**src/rtl/uart_rx_core.sv**
```systemverilog
// uart_rx_core: 8N1 UART receiver.
// The RX pin passes through a two-flop synchronizer. A falling edge starts a frame, and
// each bit is sampled at mid-period. The received byte is presented with a sticky rdy
// flag, together with framing-error and overrun status.
`timescale 1ns/1ps

module uart_rx_core #(
    parameter int unsigned BAUD_DIV = 5208,  // clk cycles per bit; even, >= 8
    parameter int unsigned CNT_W    = 14     // must hold BAUD_DIV
) (
    input  logic       clk,
    input  logic       rst,
    input  logic       RX,
    input  logic       clr_rdy,
    output logic [7:0] rx_data,
    output logic       rdy,
    output logic       frm_err,
    output logic       ovr
);

    localparam logic [CNT_W-1:0] BaudFull = CNT_W'(BAUD_DIV);
    localparam logic [CNT_W-1:0] BaudHalf = CNT_W'(BAUD_DIV / 2);
    localparam logic [CNT_W-1:0] CntOne   = CNT_W'(1);
    localparam logic [3:0]       StopIdx  = 4'd9;

    typedef enum logic [0:0] {
        StIdle,
        StRcv
    } state_e;

    // Synchronizer and edge-detect flops
    logic rx_meta_q;
    logic rx_s_q;
    logic rx_prev_q;
    logic rx_fall;

    // Frame FSM state
    state_e           state_q, state_d;
    logic [CNT_W-1:0] baud_cnt_q, baud_cnt_d;
    logic [CNT_W-1:0] baud_dec;
    logic [3:0]       bit_cnt_q, bit_cnt_d;
    logic [7:0]       shift_q, shift_d;
    logic             frame_done_q, frame_done_d;
    logic             stop_bit_q, stop_bit_d;
    logic             sample;

    // Host-visible result registers
    logic [7:0] rx_data_q, rx_data_d;
    logic       rdy_q, rdy_d;
    logic       frm_err_q, frm_err_d;
    logic       ovr_q, ovr_d;

    // Two-flop synchronizer plus one history flop for falling-edge detection
    always_ff @(posedge clk or posedge rst) begin
        if (rst) begin
            rx_meta_q <= 1'b1;
            rx_s_q    <= 1'b1;
            rx_prev_q <= 1'b1;
        end else begin
            rx_meta_q <= RX;
            rx_s_q    <= rx_meta_q;
            rx_prev_q <= rx_s_q;
        end
    end

    assign rx_fall = rx_prev_q & ~rx_s_q;

    // The counter is loaded with BAUD_DIV/2 or BAUD_DIV. A sample fires on the cycle the
    // decrement reaches zero, so consecutive samples are exactly BAUD_DIV clocks apart.
    assign baud_dec = baud_cnt_q - CntOne;
    assign sample   = (state_q == StRcv) && (baud_dec == '0);

    // Frame FSM next state: start detection, mid-bit sampling, stop-bit capture
    always_comb begin
        state_d      = state_q;
        baud_cnt_d   = baud_cnt_q;
        bit_cnt_d    = bit_cnt_q;
        shift_d      = shift_q;
        frame_done_d = 1'b0;
        stop_bit_d   = stop_bit_q;

        unique case (state_q)
            StIdle: begin
                if (rx_fall) begin
                    state_d    = StRcv;
                    baud_cnt_d = BaudHalf;
                    bit_cnt_d  = '0;
                end
            end
            StRcv: begin
                if (sample) begin
                    baud_cnt_d = BaudFull;
                    bit_cnt_d  = bit_cnt_q + 4'd1;
                    if ((bit_cnt_q == 4'd0) && rx_s_q) begin
                        // The start bit was gone by mid-bit, so this was a glitch.
                        state_d = StIdle;
                    end else if (bit_cnt_q == StopIdx) begin
                        state_d      = StIdle;
                        frame_done_d = 1'b1;
                        stop_bit_d   = rx_s_q;
                    end else begin
                        // MSB-first-in: the start bit falls off the end, d0 lands in bit 0.
                        shift_d = {rx_s_q, shift_q[7:1]};
                    end
                end else begin
                    baud_cnt_d = baud_dec;
                end
            end
            default: state_d = StIdle;
        endcase
    end

    // Frame FSM registers
    always_ff @(posedge clk or posedge rst) begin
        if (rst) begin
            state_q      <= StIdle;
            baud_cnt_q   <= BaudFull;
            bit_cnt_q    <= '0;
            shift_q      <= '0;
            frame_done_q <= 1'b0;
            stop_bit_q   <= 1'b0;
        end else begin
            state_q      <= state_d;
            baud_cnt_q   <= baud_cnt_d;
            bit_cnt_q    <= bit_cnt_d;
            shift_q      <= shift_d;
            frame_done_q <= frame_done_d;
            stop_bit_q   <= stop_bit_d;
        end
    end

    // Status update. A host clear is applied first, and a completing frame then overrides it.
    always_comb begin
        rx_data_d = rx_data_q;
        rdy_d     = rdy_q;
        frm_err_d = frm_err_q;
        ovr_d     = ovr_q;

        if (clr_rdy) begin
            rdy_d     = 1'b0;
            frm_err_d = 1'b0;
            ovr_d     = 1'b0;
        end

        if (frame_done_q) begin
            if (stop_bit_q) begin
                rx_data_d = shift_q;
                rdy_d     = 1'b1;
                frm_err_d = 1'b0;
                // An acknowledge in the same cycle consumes the old byte, so it is not an overrun.
                ovr_d     = ovr_d | (rdy_q & ~clr_rdy);
            end else begin
                frm_err_d = 1'b1;
            end
        end
    end

    // Status registers
    always_ff @(posedge clk or posedge rst) begin
        if (rst) begin
            rx_data_q <= 8'h00;
            rdy_q     <= 1'b0;
            frm_err_q <= 1'b0;
            ovr_q     <= 1'b0;
        end else begin
            rx_data_q <= rx_data_d;
            rdy_q     <= rdy_d;
            frm_err_q <= frm_err_d;
            ovr_q     <= ovr_d;
        end
    end

    assign rx_data = rx_data_q;
    assign rdy     = rdy_q;
    assign frm_err = frm_err_q;
    assign ovr     = ovr_q;

endmodule

```
**config.mk**
```make
export PLATFORM = sky130hd
export DESIGN_NAME = uart_rx_core
export DESIGN_NICKNAME = d
export VERILOG_FILES = /design/src/rtl/uart_rx_core.sv
export SDC_FILE = /design/constraint.sdc
export NUM_CORES = 1
export LEC_CHECK = 0
export CAP_MARGIN = 20
export CELL_PAD_IN_SITES_DETAIL_PLACEMENT = 1
export CELL_PAD_IN_SITES_GLOBAL_PLACEMENT = 1
export CORE_MARGIN = 2
export CORE_UTILIZATION = 46
export CTS_CLUSTER_SIZE = 16
export DETAILED_ROUTE_END_ITERATION = 10
export HOLD_SLACK_MARGIN = 0.05
export PLACE_DENSITY = 0.88
export SYNTH_ARGS = -nofsm -noshare
export SYNTH_HDL_FRONTEND = slang
export SYNTH_SLANG_ARGS = --single-unit
```
**constraint.sdc**
```tcl
create_clock -name clk -period 3.19 [get_ports clk]
set_input_delay 0.319 -clock clk [delete_from_list [all_inputs] [get_ports clk]]
set_output_delay 0.319 -clock clk [all_outputs]
set_load 0.02 [all_outputs]
```
==> out/results.ini, run 1 <==
[global_route]
track_usage=0.235
grt_pass1_wl_um=9400
grt_pass1_vias=1798
grt_max_degree=22
grt_overflow_total=0
antenna_found_initial=0

[sta]
finalCritPeriodShare=0.857
min_period_ps=2740
clock-skew-final_ps=15.4
rsz0062_at_grt=false
fin_ws_ps=455
drv_slew=0
fmax_ghz=0.366
setup_viol=0
worst_slew_pin_slew_ps=580
setup_tns_ps=0
hold_slack_ps=283
hold_violations=0
relSlewSlack=0.611

[logic_synthesis]
yosysTopAreaCell=dfrtp_1
yosys-top-cells-count=dfrtp_1 (35), nand2_1 (19), mux2_2 (16)
synth.top_cell.area_share=0.389
yosys.area_share.simple=0.187
synthMuxAreaShare=0.0939
synthFlopType=dfrtp_1
synth-compound-area-share=0.149
synth_edf_count=0
netlist_area_um2=2250
synth_seq_cells=43
synthCells=211
yosysSeqAreaShare=0.482
yosysWarningCount=0
synth_xor_area_frac=0.0156
synth_top_cells_by_area=dfrtp_1 (39%), dfstp_2 (9.3%), mux2_2 (8.0%), nand2_1 (3.2%), ha_1 (2.8%)
syn_nets=220
ys_types=54
avgSynthCellArea_um2=10.7
synth.most_common_cell=dfrtp_1
synth_top_family_by_area=simple AND/OR/NAND/NOR gates
async_flop_share=1.00
synthAdderAreaFrac=0.0278

[clock_network]
htreeDepth=2
cts_root_buf=clkbuf_8
cts_buffers=5
postCtsSetupBuffers=0
cts.clk_slew.worst_paths_ps=100
cts_tree=done
postCtsHoldBufs=0
ctsResizeCount=0
clkLatencyLatePin_ps=310
cts_buffer_depth=2
clock_sinks=43

[critical_path]
worst_setup_path_end_kind=flop
cp_top_family=simple AND/OR/NAND/NOR gates
cp_slowest_stage_delay_ps=470
ff2ff_setup_slack_ps=450
start_kind=flop
arrival_ps=2940
cp.required_ps=3390
path_cells=inv_1 > ha_1 > nor3b_2 > nand4_1 > o32ai_2 > o2111a_2 > nor4b_4 > mux2_1
slowest_stage=dfrtp_1
cp_max_fo=7
crit_buf_inv=1
path_class=flop to flop

[routing]
vias=1699
wl_um=5660
drtAntennaViolNets=0
drt_iter0_markers=90
wl_per_cell_um=19.2
drtPass1Iterations=4
viasPerCell=5.78
drc_errors=0

[floorplanning]
die_w_um=74.0
die-area_um2=5470
rows=25
fp.coreArea_um2=4720
pin_count=15
start_util=0.477
die_h_um=74.0

[finish]
nFillCells=516
area_delta_synth_final_pct=13.8
post_route_cells_drive_above_1_share=0.207
diodes=0
num-nets-final=235
multi_input_area_um2=1060
regArea_um2=1090

[power]
p_per_area_nw_per_um2=626
p_leak_nw=1.07
worst_ir_drop_vdd_mv=0.406
finalPower_mw=1.60

[placed_design]
portBuffers=14
place_congestion=0.851
pre_cts_ws_ps=487
dp_hpwl_um=3890

[hold_path]
worstHoldPathType=input port to asynchronous set/reset pin

[run]
maxCapViolCount=0

[outcome]
outcome=complete, no violations

-- stage by stage --
stage	instances	utilization	instance area, µm²
2_1_floorplan	211	-	2250
3_3_place_gp	285	0.516	2440
3_5_place_dp	286	0.522	2470
4_1_cts	294	0.543	2560
5_1_grt	294	0.543	2560
6_report	294	0.543	2560
-- area by class of cell --
type | count | share of cell area
flip-flops and latches | 43 | 0.424
multi-input cells | 147 | 0.416
repair buffers | 18 | 0.0742
well taps | 67 | 0.0327
clock buffers | 6 | 0.0322
inverters | 11 | 0.0161
clock inverters | 2 | 0.00537
-- per-layer routing --
layer	vias to the layer above	share of wire	GRT usage
li1	789	-	-
met1	875	0.44	0.300
met2	27	0.51	0.402
met3	8	0.025	0.0339
met4	0	0.020	0.0929
met5	-	0	0
-- cell usage in the layout (no fill, tap or decap), drive strengths merged, types with 3 or more instances in the layout --
master	n
dfrtp	35
o211ai	3
a31oi	4
o21ai	12
a21oi	8
nor2	15
nand3	9
buf	4
nand4	3
xnor2	3
nor3	6
clkdlybuf4s50	14
ha	5
clkbuf	6
or3	3
dfstp	8
mux2	17
nand2	19
clkinv	3
o31ai	3
o21ba	3
inv	10
-- worst register-to-register path, cell delays in order (launching register included) --
cell and delay, ps:
dfrtp_1 470, inv_1 90, ha_1 290, nor3b_2 330, nand4_1 170, o32ai_2 350, o2111a_2 340, nor4b_4 260
mux2_1 340
-- registers in the layout, indices dropped and copies added, names as in the netlist --
signal and count:
baud_cnt_q 14, bit_cnt_q 4, frame_done_q 1, frm_err 1, ovr 1, rdy 1
rx_data 8, rx_meta_q 1, rx_prev_q 1, rx_s_q 1, shift_q 8, state_q 1
stop_bit_q 1
-- logic make-up after synthesis --
group / after synthesis
flip-flops: 43
AND/OR/NAND/NOR: 72
buffers and inverters: 21
multiplexers: 19
XOR/XNOR: 4
adder cells (fa/ha/maj): 5
AO/OA/AOI/OAI: 47
-- final timing paths --
| check | start | end | depth (start not counted) |
|---|---|---|---|
| hold / removal | rst | ovr | 2 |
| max in group asynchronous | rst | baud_cnt_q[10] | 4 |
| hold reg to reg | rx_meta_q | rx_s_q | 0 |
| setup / recovery | baud_cnt_q[0] | stop_bit_q | 8 |
| setup reg to reg | baud_cnt_q[0] | stop_bit_q | 8 |
| min in group clk | rx_meta_q | rx_s_q | 0 |
-- power breakdown --
part	total [mW]	internal, mW	switching, mW
registers	0.813	0.650	0.163
logic	0.407	0.176	0.231
clock network	0.383	0.177	0.206
total	1.60	1.00	0.601
(Power assumes the default switching activity.)
==> inputs of run 2 (changes only) <==
- CELL_PAD_IN_SITES_DETAIL_PLACEMENT: 1 -> not set
- CELL_PAD_IN_SITES_GLOBAL_PLACEMENT: 1 -> not set
- CORE_UTILIZATION: 46 -> 40
- PLACE_DENSITY: 0.88 -> 0.68
==> out/results.ini, run 2 (same netlist as run 1, synthesis figures left out) <==
[sta]
setup_viol=0
finalCritPeriodShare=0.814
fmax_ghz=0.385
setup_tns_ps=0
hold_violations=0
rsz0062_at_grt=false
clock-skew-final_ps=5.71
relSlewSlack=0.426
fin_ws_ps=592
worst_slew_pin_slew_ps=856
hold_slack_ps=360
min_period_ps=2600
drv_slew=0

[floorplanning]
die_w_um=79.0
die-area_um2=6250
pin_count=15
rows=27
die_h_um=79.0
start_util=0.412
fp.coreArea_um2=5470

[global_route]
grt_pass1_vias=1628
grt_max_degree=25
antenna_found_initial=0
grt_overflow_total=0
grt_pass1_wl_um=7680
track_usage=0.156

[finish]
num-nets-final=234
fin_cells=298
post_route_cells_drive_above_1_share=0.204
diodes=0
regMostFlops=baud_cnt_q
area_delta_synth_final_pct=13.7
final_common_cell=dfrtp_1
fin_util=0.468
final_cell_mix=dfrtp_1 (35), nand2_1 (19), mux2_2 (16)
largest_reg_flops=14

[clock_network]
postCtsHoldBufs=0
cts.clk_slew.worst_paths_ps=90
cts_tree=done
cts_buffers=5
clkLatencyLatePin_ps=300
ctsResizeCount=0
clock_sinks=43
cts_root_buf=clkbuf_8
cts_buffer_depth=2
htreeDepth=2
postCtsSetupBuffers=0

[routing]
drtPass1Iterations=4
highest-signal-layer=met4
met2WireLength_um=1910
met3_length_um=164
drtAntennaViolNets=0
wl_um=4250
viasPerCell=5.49
vias=1637
drt_iter0_markers=159
drc_errors=0
drt-met1-wl_um=2070
wl_per_cell_um=14.3

[run]
maxCapViolCount=0

[placed_design]
portBuffers=14
pre_cts_ws_ps=605
place_congestion=0.863
dp_hpwl_um=2980
placed_cells=290

[hold_path]
worstHoldPathType=flop to flop

[critical_path]
worst_setup_path_end_kind=flop
cp.required_ps=3380
path_class=flop to flop
cp_max_fo=7
start_kind=flop
arrival_ps=2790

[outcome]
outcome=complete, no violations

[power]
worst_ir_drop_vdd_mv=0.230
p_per_area_nw_per_um2=630
p_leak_nw=1.06

-- run 2: cell type report --
| cell class | count | area, µm² |
|---|---|---|
| clock buffers | 5 | 68.8 |
| clock inverters | 3 | 47.5 |
| fillers | 521 | 2910 |
| inverters | 11 | 41.3 |
| multi-input cells | 147 | 1060 |
| flip-flops and latches | 43 | 1090 |
| well taps | 72 | 90.1 |
| repair buffers | 17 | 163 |
-- run 2: through the flow --
step | power, mW | cell area (µm²)
2_1_floorplan | 1.12 | 2250
6_report | 1.61 | 2560
3_5_place_dp | 1.18 | 2440
4_1_cts | 1.63 | 2560
3_3_place_gp | 1.18 | 2440
5_1_grt | 1.73 | 2560
-- run 2: where the power goes --
part	switching, mW	internal (mW)
Clock	0.202	0.237
Combinational	0.203	0.171
Sequential	0.152	0.649
Total	0.557	1.06
-- run 2: routing by layer --
metal,GRT usage,up-vias
li1,-,785
met5,0,-
met3,0.0352,13
met1,0.212,798
met4,0.0690,0
met2,0.239,41
-- run 2: critical path, cell delays in order (launching register included) --
cell      delay (ps)
dfrtp_1          450
inv_1             80
ha_1             280
nor3b_2          290
nand4_1          160
o32ai_2          300
o2111a_2         330
nor4b_4          250
mux2_1           340
-- run 2: final timing paths --
path	startpoint	endpoint	slack (ps)	cells past startpoint
worst max register to register	baud_cnt_q[0]	stop_bit_q	590	8
max in group asynchronous	rst	baud_cnt_q[10]	2050	3
worst min register to register	rx_meta_q	rx_s_q	360	0
min in group asynchronous	rst	ovr	390	2
worst min-delay path	rx_meta_q	rx_s_q	360	0
worst max-delay path	baud_cnt_q[0]	stop_bit_q	590	8
==> inputs of run 3 (changes only) <==
- clock period: 3.19 -> 2.64 ns (I/O delays scaled with it)
==> out/results.ini, run 3 (same netlist as run 1, synthesis figures left out) <==
[outcome]
outcome=complete, no violations

[placed_design]
pre_cts_ws_ps=280
portBuffers=14
dp_hpwl_um=3070
place_congestion=0.964

[finish]
final_cell_mix=dfrtp_1 (35), nand2_1 (19), mux2_2 (16)
regMostFlops=baud_cnt_q
nFillCells=507
area_delta_synth_final_pct=15.6
num-nets-final=239
final_common_cell=dfrtp_1
largest_reg_flops=14
post_route_cells_drive_above_1_share=0.221
diodes=0

[routing]
drt_iter0_markers=210
drtPass1Iterations=4
wl_um=4320
vias=1614
viasPerCell=5.33
drtAntennaViolNets=0
wl_per_cell_um=14.2
drc_errors=0

[global_route]
grt_pass1_wl_um=7620
grt_max_degree=30
grt_pass1_vias=1544
track_usage=0.157
grt_overflow_total=0
antenna_found_initial=0

[clock_network]
postCtsSetupBuffers=0
htreeDepth=2
clkLatencyLatePin_ps=300
cts_root_buf=clkbuf_8
postCtsHoldBufs=0
cts_tree=done
clock_sinks=43
ctsResizeCount=0
cts_buffers=5
cts.clk_slew.worst_paths_ps=90
cts_buffer_depth=2

[sta]
fin_ws_ps=254
drv_slew=0
clock-skew-final_ps=4.39
finalCritPeriodShare=0.904
relSlewSlack=0.618
fmax_ghz=0.419
setup_tns_ps=0
rsz0062_at_grt=false
min_period_ps=2390
setup_viol=0
hold_violations=0
worst_slew_pin_slew_ps=569

[critical_path]
cp_max_fo=5
path_class=flop to flop
start_kind=flop
worst_setup_path_end_kind=flop
arrival_ps=2570
cp.required_ps=2820

[power]
worst_ir_drop_vdd_mv=0.400
p_per_area_nw_per_um2=770
p_leak_nw=1.09

[hold_path]
worstHoldPathType=input port to asynchronous set/reset pin

[floorplanning]
start_util=0.412
die-area_um2=6250
fp.coreArea_um2=5470
die_w_um=79.0
rows=27
die_h_um=79.0
pin_count=15

[run]
maxCapViolCount=0

run 3: cell count changes in the layout (fill, tap and decap cells not counted), sizes merged:
cell    delta
buf        +5
clkinv     -1
clkbuf     +1
run 3: path summary, 6_finish.rpt:
| check | from | endpoint | slack, ps | cells past startpoint |
|---|---|---|---|---|
| worst max register to register | baud_cnt_q[1] | stop_bit_q | 250 | 8 |
| max in group asynchronous | rst | rx_meta_q | 1630 | 3 |
| worst min-delay path | rst | baud_cnt_q[0] | 250 | 2 |
| min in group clk | rx_meta_q | rx_s_q | 360 | 0 |
| worst min register to register | rx_meta_q | rx_s_q | 360 | 0 |
| worst max-delay path | baud_cnt_q[1] | stop_bit_q | 250 | 8 |
run 3: per-layer routing:
| metal | GRT usage | routed length [µm] |
|---|---|---|
| met2 | 0.228 | 1960 |
| met1 | 0.226 | 2080 |
| met4 | 0.0672 | 70 |
| met3 | 0.0352 | 206 |
| met5 | 0 | 0 |
run 3: final cells by class:
| cell class | instances | area [µm²] | area share |
|---|---|---|---|
| clock buffers | 6 | 82.6 | 0.0317 |
| clock inverters | 2 | 38.8 | 0.0149 |
| inverters | 11 | 41.3 | 0.0159 |
| multi-input cells | 147 | 1060 | 0.409 |
| flip-flops and latches | 43 | 1090 | 0.417 |
| well taps | 72 | 90.1 | 0.0346 |
| repair buffers | 22 | 200 | 0.0769 |
run 3: through the flow:
stage	std cells	hold slack, ps	area, µm²	power, mW	utilization
2_1_floorplan	211	268	2250	1.36	-
3_3_place_gp	295	347	2480	1.46	0.454
3_5_place_dp	295	351	2480	1.46	0.454
4_1_cts	303	258	2600	2.01	0.476
5_1_grt	303	286	2600	2.14	0.476
6_report	303	252	2600	2.01	0.476
run 3: worst max-delay path, cell delays in order (launching register included):
cell and delay (ps):
dfrtp_1 430, inv_1 90, ha_1 170, nor3b_2 280, nand4_1 150, o32ai_2 320
o2111a_2 260, nor4b_4 220, mux2_1 340
run 3: power breakdown:
part	switching, mW	internal (mW)
registers	0.170	0.784
clock network	0.240	0.311
logic	0.268	0.231
